==> src/rtl/key_pkg.sv <==
// Shared definitions for the push-button debouncer: state encoding and
// default tick counts.
package key_pkg;

    typedef enum logic [1:0] {
        IDLE         = 2'd0,
        WAIT_PRESS   = 2'd1,
        PRESSED      = 2'd2,
        WAIT_RELEASE = 2'd3
    } key_state_t;

    localparam int DEF_STABLE_TICKS = 4;
    localparam int DEF_LONG_TICKS   = 100;

endpackage : key_pkg

==> src/rtl/sync_2ff.sv <==
// Two-flop synchronizer for an asynchronous level input; the reset value is
// a parameter so each input can come up at its own idle level.
module sync_2ff #(
    parameter logic RST_VAL = 1'b0
) (
    input  logic clk,
    input  logic rst_n,
    input  logic d,
    output logic q
);

    logic meta;

    // NOTE: every register here is written with <= so both flops sample the
    // pre-edge values; a blocking assignment would collapse the two stages.
    always_ff @(posedge clk) begin
        if (!rst_n) begin
            meta <= RST_VAL;
            q    <= RST_VAL;
        end else begin
            meta <= d;
            q    <= meta;
        end
    end

endmodule : sync_2ff

==> src/rtl/key_debounce_fsm.sv <==
// Per-key debouncer: synchronizes a raw button, accepts level changes only
// after STABLE_TICKS agreeing samples, and emits press/release/long-press events.
module key_debounce_fsm
    import key_pkg::*;
#(
    parameter int STABLE_TICKS = DEF_STABLE_TICKS,
    parameter int LONG_TICKS   = DEF_LONG_TICKS,
    parameter bit ACTIVE_LOW   = 1'b1
) (
    input  logic clk,
    input  logic rst_n,
    input  logic tick_in,
    input  logic key_in,
    output logic key_level,
    output logic press_pulse,
    output logic release_pulse,
    output logic long_press
);

    localparam int SW = $clog2(STABLE_TICKS + 1);
    localparam int LW = $clog2(LONG_TICKS + 1);

    localparam logic [SW-1:0] S_LAST = SW'(STABLE_TICKS - 1);
    localparam logic [SW-1:0] S_ONE  = SW'(1);
    localparam logic [LW-1:0] H_LAST = LW'(LONG_TICKS - 1);
    localparam logic [LW-1:0] H_MAX  = LW'(LONG_TICKS);
    localparam logic [LW-1:0] H_ONE  = LW'(1);

    key_state_t    state;
    logic [SW-1:0] scnt;
    logic [LW-1:0] hcnt;
    logic          sync_q;
    logic          pressed;

    // Synchronizer idles at the released level so reset never looks like a press.
    sync_2ff #(
        .RST_VAL (ACTIVE_LOW ? 1'b1 : 1'b0)
    ) u_sync (
        .clk   (clk),
        .rst_n (rst_n),
        .d     (key_in),
        .q     (sync_q)
    );

    assign pressed = ACTIVE_LOW ? ~sync_q : sync_q;

    always_ff @(posedge clk) begin
        if (!rst_n) begin
            state         <= IDLE;
            scnt          <= '0;
            hcnt          <= '0;
            key_level     <= 1'b0;
            press_pulse   <= 1'b0;
            release_pulse <= 1'b0;
            long_press    <= 1'b0;
        end else begin
            // Event outputs default low so each fires for a single cycle.
            press_pulse   <= 1'b0;
            release_pulse <= 1'b0;
            long_press    <= 1'b0;

            if (tick_in) begin
                case (state)
                    IDLE: begin
                        if (pressed) begin
                            state <= WAIT_PRESS;
                            scnt  <= S_ONE;
                        end
                    end

                    WAIT_PRESS: begin
                        if (!pressed) begin
                            state <= IDLE;
                            scnt  <= '0;
                        end else if (scnt == S_LAST) begin
                            state       <= PRESSED;
                            scnt        <= '0;
                            hcnt        <= '0;
                            key_level   <= 1'b1;
                            press_pulse <= 1'b1;
                        end else begin
                            scnt <= scnt + S_ONE;
                        end
                    end

                    PRESSED: begin
                        if (!pressed) begin
                            state <= WAIT_RELEASE;
                            scnt  <= S_ONE;
                        end else if (hcnt != H_MAX) begin
                            // Saturation at H_MAX keeps long_press to one shot per press.
                            hcnt       <= hcnt + H_ONE;
                            long_press <= (hcnt == H_LAST);
                        end
                    end

                    WAIT_RELEASE: begin
                        if (pressed) begin
                            state <= PRESSED;
                            scnt  <= '0;
                        end else if (scnt == S_LAST) begin
                            state         <= IDLE;
                            scnt          <= '0;
                            hcnt          <= '0;
                            key_level     <= 1'b0;
                            release_pulse <= 1'b1;
                        end else begin
                            scnt <= scnt + S_ONE;
                        end
                    end
                endcase
            end
        end
    end

endmodule : key_debounce_fsm

==> config.mk <==
export PLATFORM = sky130hd
export DESIGN_NAME = key_debounce_fsm
export DESIGN_NICKNAME = d
export VERILOG_FILES = /design/src/rtl/key_pkg.sv /design/src/rtl/sync_2ff.sv /design/src/rtl/key_debounce_fsm.sv
export SDC_FILE = /design/constraint.sdc
export NUM_CORES = 1
export LEC_CHECK = 0
export CAP_MARGIN = 20
export CORE_UTILIZATION = 46
export DETAILED_ROUTE_END_ITERATION = 8
export HOLD_SLACK_MARGIN = 0.15
export PLACE_DENSITY = 0.63
export SLEW_MARGIN = 20
export SYNTH_ARGS = -nofsm -noshare
export SYNTH_HDL_FRONTEND = slang
export SYNTH_SLANG_ARGS = --single-unit
export TNS_END_PERCENT = 30
==> constraint.sdc <==
create_clock -name clk -period 1.96 [get_ports clk]
set_clock_uncertainty 0.05 [all_clocks]
set_input_delay 0.294 -clock clk [delete_from_list [all_inputs] [get_ports clk]]
set_output_delay 0.294 -clock clk [all_outputs]
set_load 0.02 [all_outputs]
# ---- Word-level counts from Yosys, hierarchy flattened
# Index checks and enable logic that the tools add are counted.
# Widths: inputs -> output; s select.
dict set report totals {
  regBits 18
  latchBits 0
  ramBits 0
  rom_bits 0
  in_bits 4
  out_inout_bits 4
  wordCells 67
  memories 0
}
dict set report classes {
  n_addsub 2
  n_mul 0
  div_mod_pow 0
  n_lt_le_gt_ge 0
  n_eq_ne 16
  shift 0
  n_mux 25
  bitwise_logic 5
  n_reduce_logical 10
}
# operator n
set ops {}
lappend ops {{$mux 7} 5}
lappend ops {{$pmux 7 s3} 1}
lappend ops {{$mux 3} 5}
lappend ops {{$mux 2} 6}
lappend ops {{$ne 2x2->1 const B} 6}
lappend ops {{$pmux 3 s4} 1}
lappend ops {{$reduce_and 6->1} 2}
lappend ops {{$pmux 2 s4} 1}
lappend ops {{$add 7x1->7 const B} 1}
lappend ops {{$eq 7x7->1 const B} 1}
lappend ops {{$ne 7x7->1 const B} 1}
lappend ops {{$mux 1} 5}
lappend ops {{$not 1->1} 5}
lappend ops {{$reduce_and 5->1} 1}
lappend ops {{$reduce_or 5->1} 1}
lappend ops {{$eq 2x2->1 const B} 2}
lappend ops {{$ne 2x1->1 const B} 2}
lappend ops {{$reduce_and 4->1} 1}
lappend ops {{$reduce_or 4->1} 1}
lappend ops {{$add 3x1->3 const B} 1}
lappend ops {{$eq 3x2->1 const B} 1}
lappend ops {{$ne 3x2->1 const B} 1}
lappend ops {{$ne 3x3->1 const B} 1}
lappend ops {{$reduce_and 3->1} 1}
lappend ops {{5 further kinds} 5}

# ---- Logic depth before layout (Yosys ltp)
# Gate-level depths: netlist of run 1.
dict set report logic_depth {
  ltp_word 4
  ltp_mapped 6
  depth_no_buf 6
}

# ---- Modules after synthesis
# From an unflattened synthesis of run 1, not the netlist that was laid out.
dict set report unflattened {
  hier_cells 92
  area_unflattened_um2 858.3
}
# module n_inst cells_per_inst area_per_inst_um2 seq_area_each_um2
set modules_own_cells {}
lappend modules_own_cells {key_debounce_fsm 1 88 805.8 320.3}
lappend modules_own_cells {sync_2ff 1 4 52.6 40.0}

# ---- Worst setup path after synthesis of run 1
# OpenSTA, ideal clock, no wires.
dict set report synth_path {
  path_kind {register to register}
  startpoint {register hcnt[5]}
  endpoint {register hcnt[2]}
  t_arrival_ns 1.538
  required_time_ns 1.775
  path_slack_ns 0.237
  stages_incl_launch_ff 5
  path_buffers 0
  period_less_slack_ns 1.723
  path_cell_list {dfxtp_1 or4bb_2 o221ai_4 or3_4 o21ai_0}
}
dict set report synth_via {
  elab_chain_len 3
}
# element line
set synth_rtl {}
lappend synth_rtl {{start, declared} key_debounce_fsm.sv:31} ;# logic [LW-1:0] hcnt;
lappend synth_rtl {{start signal, assigned} key_debounce_fsm.sv:92} ;# hcnt <= hcnt + H_ONE;
lappend synth_rtl {{$ne 7x7->1} key_debounce_fsm.sv:90} ;# end else if (hcnt != H_MAX) begin
lappend synth_rtl {{$ne 2x2->1 (no source line)} --}
lappend synth_rtl {{$reduce_and 6->1 (no source line)} --}
# No other way between the ends.
# A chain may end at the register's enable or synchronous reset.

# ---- Worst setup path in the final report of run 1
dict set report layout_path {
  startpoint {register hcnt[5]}
  endpoint {register hcnt[4]}
}
# The elaborated chain is that of the path after synthesis.

==> reports/summary.md, run 1 <==
## Status
* result of the run: complete, no violations

## Critical path
* Arrival @ worst endpoint: 1.98 ns
* kind of start point of the critical path: flip-flop
* Crit Path Max Fanout: 9
* type of destination of the critical path: flip-flop
* cell at the slowest stage of the critical path: or4bb_2
* Crit path required time: 2.08 ns
* category of the critical setup timing path: flip-flop to flip-flop
* delay of the slowest cell on the worst path: 0.68 ns
* crit-path cells: or4bb_2 -> o221ai_4 -> or3_4 -> o21ai_0

## Layout
* final non-filler cell total: 135
* fin util: 59.0%
* count of nets after finishing: 118
* share of post-route cells with drive strength above 1: 16.4%
* Sequential cell area: 360 sq um
* filler cell count in the final layout: 166
* area of combinational cells with multiple inputs: 494 sq um
* Ant. Diodes: 0
* relative area change from synthesis to final layout: 15.8%
* fin area: 1060 sq um

## Clock network
* hold bufs inserted after CTS: 0
* clock latency on the worst-skew pair: 0.29 ns
* root buffer cell: clkbuf_4
* post-cts resize count: 0
* clock-pin slew of the registers on the worst-case setup and hold paths: 0.11 ns
* Post-CTS Setup Inserts: 0
* CTS tree: done
* Num CTS Buffers: 3
* Max Root-Sink Buffers: 2
* deepest level of the CTS H-tree: 1
* clk sinks: 18

## Logic synthesis
* xor-xnor portion of the synthesized cell area: 1.77%
* post-synthesis adder-cell area fraction: 4.09%
* cell with the most instances after synthesis: dfxtp_1
* synthesis warning total: 0
* flops & latches, synth: 18
* fraction of synthesized area in multiplexers: 2.32%
* Avg Synthesized Cell Area: 9.47 sq um
* main combinational cell family by area after synthesis: compound AO/OA/AOI/OAI gates
* post-synth top area cell: dfxtp_1
* sequential area share after synthesis: 39.2%
* most frequent cells after synthesis: dfxtp_1 (18), nor2_1 (7), inv_1 (6)
* fraction of synthesis flops using an asynchronous set or reset pin: 0%
* number of standard cells after synthesis: 97
* cell types with the largest area share after synthesis: dfxtp_1 (39%), o311ai_0 (4.8%), ha_1 (4.1%)
* Post-Synthesis Cell Area: 918 sq um
* portion of synthesized cell area occupied by the leading cell type: 39.2%
* post-synthesis compound-gate area fraction: 22.9%
* count of flip-flops with a built-in enable after synthesis: 0
* Yosys cell types: 38
* Post-Synth Simple-Gate Area: 22.8%
* Net Count, Synth: 104
* main flop type after synthesis: dfxtp_1

## Detailed routing
* starting DRC count in detailed routing: 35
* drt first pass iters: 5
* mean number of vias per cell: 5.83
* WL/cell: 13.3 um
* remaining antenna violation count: 0
* DRC violation count after routing: 0
* Post-Route WL: 1800 um
* overall via count from detail_route: 787

## Power and ir drop
* combinational share of power: 5.4%
* ratio of total power to cell area: 598 nW/um^2
* maximum ir drop on the vdd rail: 0.392 mV
* reported net switching power: 0.139 mW
* cell internal power dissipation: 0.497 mW
* leakage dissipation: 0.378 nW
* Switching Share: 21.9%
* sequential power share: 58.5%
* clock network power share: 36.1%

## GRT
* wire length of the first global-routing pass: 2900 um
* total congestion overflow after global routing: 0
* overall global routing resource usage: 19.0%
* maximum number of pins on one net before global-route repair: 14
* vias in the first global route: 652
* initial antenna violation count: 0

## STA
* total count of hold-check failures in the final report: 0
* Final Max Slew Viols: 0
* final worst path period need: 1.86 ns
* worst-margin pin slew: 0.449 ns
* accumulated negative setup slack: 0 ns
* RSZ-0062 raised after global routing: no
* Worst slew margin: 69.7%
* post-route worst setup slack: 0.0957 ns
* final period utilization: 95.1%
* fmax: 0.536 GHz
* setup-violating endpoint count in the final report: 0

## Placement
* IO buf count: 7
* total placed instance area: 1030 sq um
* Setup Slack @ Placement: 0.106 ns
* number of instances in the placed design: 131
* half-perimeter wire length of the detailed placement result: 1300 um
* gp weighted congestion: 0.826

## Floorplan
* starting utilization of the core area: 51.0%
* die area: 2180 sq um
* Top Ports: 8
* Die Height: 46.7 um
* Cell Rows: 15
* x dimension of the die: 46.7 um
* area inside the core boundary: 1800 sq um

## Worst hold path
* class of the most critical hold timing path: flip-flop to flip-flop

## Flow run
* max-cap violation count: 0

## metal layers
| metal | track usage [%] | share of wire (%) | vias to the layer above |
|---|---|---|---|
| met4 | 10.3 | 1.7 | 0 |
| met1 | 28.0 | 49 | 366 |
| met5 | 0 | 0 | - |
| met3 | 2.35 | 5.3 | 4 |
| met2 | 26.4 | 44 | 30 |
| li1 | - | - | 387 |
## worst max-delay path: cells and delay by family (launching register included)
kind | cells | cell delay [ns]
and+or+nand+nor | 2 | 0.90
DFF | 1 | 0.40
AOI/OAI and AO/OA | 2 | 0.38
## flip-flops by register name, summed over array words and instances (netlist names), named ones only
name / cells
hcnt: 7
key_level: 1
long_press: 1
press_pulse: 1
release_pulse: 1
scnt: 3
state: 1
u_sync.meta: 1
u_sync.q: 1
## stage by stage
step,power [mW],hold slack (ns)
6_report,0.636,0.369
5_1_grt,0.663,0.395
4_1_cts,0.644,0.369
3_5_place_dp,0.415,0.342
3_3_place_gp,0.414,0.339
2_1_floorplan,0.402,0.317
## worst paths after layout
check | slack, ns | from | endpoint | cells after the start
hold / removal | 0.37 | u_sync.meta | u_sync.q | 1
setup reg to reg | 0.1 | hcnt[5] | hcnt[4] | 4
hold reg to reg | 0.37 | u_sync.meta | u_sync.q | 1
setup / recovery | 0.1 | hcnt[5] | hcnt[4] | 4
## placed cells by master (no fill, tap or decap), types with 2 or more instances in the layout
cell type        synthesis  routed
nor2_1                   7       7
dfxtp_1                 18      18
and3_1                   2       2
inv_1                    6       6
nor2b_1                  2       2
clkbuf_4                 0       3
clkdlybuf4s50_1          0       7
nand3_1                  4       4
nand3b_1                 3       3
a31oi_1                  3       3
a21oi_1                  5       5
o311ai_0                 5       5
o21ai_0                  5       5
ha_1                     3       3
buf_4                    0       6
nand2b_1                 4       4
nand2_1                  5       5
## final cells by class
cell class | instances | area share, %
timing repair buffer | 13 | 10.8
tap | 25 | 2.94
inverter | 7 | 2.47
clock buffer | 4 | 3.41
sequential | 18 | 33.9
multi-input combinational | 68 | 46.5
## power by group through the flow
| stage | sequential (mW) | clock [mW] | combinational [mW] |
|---|---|---|---|
| after floorplan | 0.379 | 0 | 0.0229 |
| after global placement | 0.381 | 0 | 0.0334 |
| after detailed placement | 0.381 | 0 | 0.0338 |
| after CTS | 0.372 | 0.238 | 0.0339 |
| after global routing | 0.373 | 0.253 | 0.0368 |
| final | 0.372 | 0.230 | 0.0341 |
## cell families after synthesis
family / Yosys count
and+or+nand+nor: 36
AOI/OAI and AO/OA: 26
DFF: 18
buffers and inverters: 11
adders and majority gates: 3
muxes: 2
xor gates and xnor gates: 1
(Power assumes the default switching activity.)
==> run 2, diff against run 1 <==
==> constraint.sdc (replaced) <==
create_clock -name clk -period 1.96 [get_ports clk]
set_clock_uncertainty 0.05 [all_clocks]
set_input_delay 0.588 -clock clk [delete_from_list [all_inputs] [get_ports clk]]
set_output_delay 0.588 -clock clk [all_outputs]
set_load 0.02 [all_outputs]
==> reports/summary.md, run 2 (synthesis gave the netlist of run 1 again) <==
## Status
* result of the run: complete, no violations, unchanged

## STA
* fmax: 0.531 GHz, was 0.536 GHz
* RSZ-0062 raised after global routing: no, unchanged
* total count of hold-check failures in the final report: 0, unchanged
* setup-violating endpoint count in the final report: 0, unchanged
* final worst path period need: 1.88 ns, was 1.86 ns
* Worst slew margin: 71.8%, was 69.7%
* Final Max Slew Viols: 0, unchanged
* worst-margin pin slew: 0.418 ns, was 0.449 ns
* final period utilization: 96.1%, was 95.1%
* final-layout worst hold slack: 0.366 ns, was 0.369 ns
* post-route worst setup slack: 0.0758 ns, was 0.0957 ns

## Layout
* relative area change from synthesis to final layout: 15.9%, was 15.8%
* registers with the most flip-flops: hcnt: 7 flops, scnt: 3 flops, unchanged
* final non-filler cell total: 136, was 135
* Ant. Diodes: 0, unchanged
* most frequent standard cell in the layout excluding fill and tap cells: dfxtp_1, unchanged
* most used cells in the layout excluding fill and tap cells: dfxtp_1 (18), buf_4 (8), nor2_1 (7), clkdlybuf4s50_1 (7), inv_1 (6), was dfxtp_1 (18), nor2_1 (7), clkdlybuf4s50_1 (7)
* share of post-route cells with drive strength above 1: 17.1%, was 16.4%
* filler cell count in the final layout: 178, was 166
* count of nets after finishing: 120, was 118
* number of flip-flops in the largest register: 7, unchanged
* largest register by flop count: hcnt, unchanged
* area of combinational cells with multiple inputs: 494 sq um, unchanged
* Sequential cell area: 360 sq um, unchanged

## Clock network
* clk sinks: 18, unchanged
* clock latency on the worst-skew pair: 0.30 ns, was 0.29 ns
* deepest level of the CTS H-tree: 1, unchanged
* hold bufs inserted after CTS: 0, unchanged
* Max Root-Sink Buffers: 2, unchanged
* root buffer cell: clkbuf_4, unchanged
* clock-pin slew of the registers on the worst-case setup and hold paths: 0.10 ns, was 0.11 ns
* Num CTS Buffers: 3, unchanged
* CTS tree: done, unchanged

## Critical path
* category of the critical setup timing path: flip-flop to output pin, was flip-flop to flip-flop
* Crit Path Max Fanout: 2, was 9
* Crit path required time: 1.32 ns, was 2.08 ns
* delay of the slowest cell on the worst path: 0.61 ns, was 0.68 ns
* crit-path cells: clkdlybuf4s50_1, was or4bb_2 -> o221ai_4 -> or3_4 -> o21ai_0
* kind of start point of the critical path: flip-flop, unchanged
* Arrival @ worst endpoint: 1.25 ns, was 1.98 ns
* cell at the slowest stage of the critical path: clkdlybuf4s50_1, was or4bb_2
* type of destination of the critical path: output pin, was flip-flop
* cell family with the largest share of critical-path delay: buffers and inverters, was simple AND/OR/NAND/NOR gates
* buffers plus inverters on the worst setup path: 1, was 0

## Placement
* number of instances in the placed design: 132, was 131
* half-perimeter wire length of the detailed placement result: 1260 um, was 1300 um
* gp weighted congestion: 0.805, was 0.826
* Setup Slack @ Placement: -0.112 ns, was 0.106 ns
* IO buf count: 7, unchanged

## Floorplan
* starting utilization of the core area: 51.0%, unchanged
* die area: 2180 sq um, unchanged
* Die Height: 46.7 um, unchanged
* area inside the core boundary: 1800 sq um, unchanged
* Cell Rows: 15, unchanged
* x dimension of the die: 46.7 um, unchanged
* Top Ports: 8, unchanged

## GRT
* maximum number of pins on one net before global-route repair: 14, unchanged
* total congestion overflow after global routing: 0, unchanged
* wire length of the first global-routing pass: 3020 um, was 2900 um
* vias in the first global route: 679, was 652
* initial antenna violation count: 0, unchanged
* overall global routing resource usage: 20.3%, was 19.0%

## Detailed routing
* starting DRC count in detailed routing: 40, was 35
* Post-Route WL: 1830 um, was 1800 um
* WL/cell: 13.5 um, was 13.3 um
* overall via count from detail_route: 767, was 787
* remaining antenna violation count: 0, unchanged
* mean number of vias per cell: 5.64, was 5.83
* drt first pass iters: 4, was 5
* DRC violation count after routing: 0, unchanged

## Power and ir drop
* leakage dissipation: 0.379 nW, was 0.378 nW
* maximum ir drop on the vdd rail: 0.323 mV, was 0.392 mV
* ratio of total power to cell area: 560 nW/um^2, was 598 nW/um^2

## Flow run
* max-cap violation count: 0, unchanged

## Worst hold path
* class of the most critical hold timing path: flip-flop to flip-flop, unchanged

==> run 2: changes by cell type in the layout (fill, tap and decap cells not counted) <==
cell,delta
buf_4,+2
clkbuf_8,-1
==> run 2: worst paths after layout <==
kind | startpoint | slack, ns | cells after the start | end
worst min-delay path | u_sync.meta | 0.37 | 1 | u_sync.q
worst max-delay path | key_level | 0.08 | 1 | key_level
worst max register to register | hcnt[5] | 0.12 | 5 | hcnt[3]
worst min register to register | u_sync.meta | 0.37 | 1 | u_sync.q
==> run 2: final cells by class <==
type	instances	area share [%]
flip-flops and latches	18	33.8
clock buffers	3	2.12
repair buffers	15	12.2
multi-input cells	68	46.4
inverters	7	2.47
well taps	25	2.94
==> run 2: stage by stage <==
stage	power (mW)	TNS, ns	util (%)	instance area [sq um]
floorplan	0.402	0	-	918
global placement	0.417	-0.402	57.4	1030
detailed placement	0.418	-0.403	57.4	1030
CTS	0.598	0	58.7	1060
global route	0.626	0	59.1	1060
finish	0.596	0	59.1	1060
==> run 2: repair_timing <==
item,in CTS,in global routing
gates resized for setup,0,0
endpoints found under the setup margin,0,1
buffers inserted,0,1
==> run 2: routing by layer <==
metal	vias up	track usage (%)	share of wire, %
li1	390	-	-
met1	357	28.1	51
met2	15	30.0	43
met3	5	3.53	3.5
met4	0	10.3	1.9
met5	-	0	0
==> run 2: power by group <==
part	switching, mW	leakage [nW]	internal [mW]
Sequential	0.00378	0.146	0.369
Combinational	0.0195	0.220	0.0195
Clock	0.113	0.0138	0.0717
Total	0.137	0.379	0.460
==> run 3, diff against run 2 <==
--- a/config.mk
+++ b/config.mk
@@ -8,8 +8,7 @@
 export CAP_MARGIN = 20
 export CORE_UTILIZATION = 46
 export DETAILED_ROUTE_END_ITERATION = 8
-export HOLD_SLACK_MARGIN = 0.15
-export PLACE_DENSITY = 0.63
+export PLACE_DENSITY = 0.66
 export SLEW_MARGIN = 20
 export SYNTH_ARGS = -nofsm -noshare
 export SYNTH_HDL_FRONTEND = slang
==> constraint.sdc (replaced) <==
create_clock -name clk -period 1.96 [get_ports clk]
set_clock_uncertainty 0.05 [all_clocks]
set_input_delay 0.588 -clock clk [delete_from_list [all_inputs] [get_ports clk]]
set_output_delay 0.588 -clock clk [all_outputs]
set_load 0.1 [all_outputs]
==> reports/summary.md, run 3 (synthesis gave the netlist of run 1 again) <==
## Clock network
* deepest level of the CTS H-tree: 1, unchanged
* Max Root-Sink Buffers: 2, unchanged
* CTS tree: done, unchanged
* clock-pin slew of the registers on the worst-case setup and hold paths: 0.11 ns, was 0.10 ns
* clk sinks: 18, unchanged
* post-cts resize count: 0, unchanged
* hold bufs inserted after CTS: 0, unchanged
* Num CTS Buffers: 3, unchanged
* clock latency on the worst-skew pair: 0.29 ns, was 0.30 ns
* root buffer cell: clkbuf_4, unchanged
* Post-CTS Setup Inserts: 0, unchanged

## Layout
* fin area: 1130 sq um, was 1060 sq um
* count of nets after finishing: 121, was 120
* registers with the most flip-flops: hcnt: 7 flops, scnt: 3 flops, unchanged
* final non-filler cell total: 138, was 136
* relative area change from synthesis to final layout: 22.6%, was 15.9%
* most used cells in the layout excluding fill and tap cells: dfxtp_1 (18), buf_4 (9), nor2_1 (7), was dfxtp_1 (18), buf_4 (8), nor2_1 (7), clkdlybuf4s50_1 (7), inv_1 (6)
* number of flip-flops in the largest register: 7, unchanged
* fin util: 62.5%, was 59.1%
* Ant. Diodes: 0, unchanged
* most frequent standard cell in the layout excluding fill and tap cells: dfxtp_1, unchanged
* filler cell count in the final layout: 155, was 178
* largest register by flop count: hcnt, unchanged
* share of post-route cells with drive strength above 1: 22.1%, was 17.1%

## Floorplan
* x dimension of the die: 46.7 um, unchanged
* area inside the core boundary: 1800 sq um, unchanged
* die area: 2180 sq um, unchanged
* starting utilization of the core area: 51.0%, unchanged
* Die Height: 46.7 um, unchanged
* Top Ports: 8, unchanged
* Cell Rows: 15, unchanged

## Placement
* half-perimeter wire length of the detailed placement result: 1280 um, was 1260 um
* total placed instance area: 1090 sq um, was 1030 sq um
* number of instances in the placed design: 134, was 132
* Setup Slack @ Placement: -0.147 ns, was -0.112 ns
* gp weighted congestion: 0.789, was 0.805
* IO buf count: 7, unchanged

## GRT
* total congestion overflow after global routing: 0, unchanged
* vias in the first global route: 642, was 679
* maximum number of pins on one net before global-route repair: 14, unchanged
* wire length of the first global-routing pass: 2750 um, was 3020 um
* initial antenna violation count: 0, unchanged
* overall global routing resource usage: 18.0%, was 20.3%

## Critical path
* Crit Path Max Fanout: 8, was 2
* cell at the slowest stage of the critical path: or4bb_2, was clkdlybuf4s50_1
* Arrival @ worst endpoint: 1.95 ns, was 1.25 ns
* cell family with the largest share of critical-path delay: simple AND/OR/NAND/NOR gates, was buffers and inverters
* Crit path required time: 2.07 ns, was 1.32 ns
* buffers plus inverters on the worst setup path: 0, was 1
* type of destination of the critical path: flip-flop, was output pin
* crit-path cells: or4bb_2 -> o221ai_4 -> or3_4 -> o21ai_0, was clkdlybuf4s50_1
* category of the critical setup timing path: flip-flop to flip-flop, was flip-flop to output pin
* delay of the slowest cell on the worst path: 0.70 ns, was 0.61 ns
* kind of start point of the critical path: flip-flop, unchanged

## STA
* total count of hold-check failures in the final report: 0, unchanged
* final period utilization: 93.9%, was 96.1%
* post-route worst setup slack: 0.120 ns, was 0.0758 ns
* RSZ-0062 raised after global routing: no, unchanged
* final worst path period need: 1.84 ns, was 1.88 ns
* final-layout worst hold slack: 0.369 ns, was 0.366 ns
* worst-margin pin slew: 0.442 ns, was 0.418 ns
* setup-violating endpoint count in the final report: 0, unchanged
* Final Max Slew Viols: 0, unchanged
* fmax: 0.543 GHz, was 0.531 GHz
* Worst slew margin: 70.2%, was 71.8%
* accumulated negative setup slack: 0 ns, unchanged

## Power and ir drop
* maximum ir drop on the vdd rail: 0.317 mV, was 0.323 mV
* clock network power share: 36.0%, was 31.0%
* reported net switching power: 0.141 mW, was 0.137 mW
* Power, Total: 0.641 mW, was 0.596 mW
* combinational share of power: 5.9%, was 6.5%
* sequential power share: 58.1%, was 62.4%
* ratio of total power to cell area: 569 nW/um^2, was 560 nW/um^2
* Switching Share: 22.0%, was 22.9%
* cell internal power dissipation: 0.500 mW, was 0.460 mW
* leakage dissipation: 0.412 nW, was 0.379 nW

## Detailed routing
* drt first pass iters: 4, unchanged
* Post-Route WL: 1830 um, about the same
* mean number of vias per cell: 5.79, was 5.64
* remaining antenna violation count: 0, unchanged
* overall via count from detail_route: 799, was 767
* starting DRC count in detailed routing: 20, was 40
* WL/cell: 13.3 um, was 13.5 um
* DRC violation count after routing: 0, unchanged

## Worst hold path
* class of the most critical hold timing path: flip-flop to flip-flop, unchanged

## Status
* result of the run: complete, no violations, unchanged

## Flow run
* max-cap violation count: 0, unchanged

## run 3: cell types whose count changed in the layout (fill, tap and decap cells not counted)
cell | before | now
buf_12 | 0 | 4
clkdlybuf4s50_1 | 7 | 3
buf_4 | 8 | 9
clkbuf_8 | 0 | 1
## run 3: cell type report
cell class | count | area [sq um] | area share, %
Clock buffer | 4 | 36.3 | 3.22
Timing Repair Buffer | 16 | 178 | 15.8
Tap cell | 25 | 31.3 | 2.78
Multi-Input combinational cell | 68 | 494 | 43.9
Inverter | 7 | 26.3 | 2.33
Sequential cell | 18 | 360 | 32.0
## run 3: worst reg2reg max path, delay by kind of cell (launching register included)
kind	cells	cell delay, ns
AO/OA/AOI/OAI	2	0.40
flip-flops	1	0.33
AND/OR/NAND/NOR	2	0.93
## run 3: routing by layer
layer	wire, um	vias to the layer above	share of wire [%]	global-route usage, %
met5	0	-	0	0
met4	21	0	1.1	9.71
met3	90	2	4.9	3.92
met2	863	27	47	26.4
met1	854	376	47	24.2
li1	-	394	-	-
## run 3: path summary, 6_finish.rpt
check	from	end	slack, ns	cells after the start
max	hcnt[3]	hcnt[3]	0.12	4
min	u_sync.meta	u_sync.q	0.37	1
max reg2reg	hcnt[3]	hcnt[3]	0.12	4
min reg2reg	u_sync.meta	u_sync.q	0.37	1
## run 3: power by group through the flow
stage,combinational (mW),clock [mW],sequential (mW)
2_1_floorplan,0.0229,0,0.379
3_3_place_gp,0.0370,0,0.381
3_5_place_dp,0.0374,0,0.381
4_1_cts,0.0379,0.238,0.373
5_1_grt,0.0408,0.259,0.373
6_report,0.0375,0.231,0.372
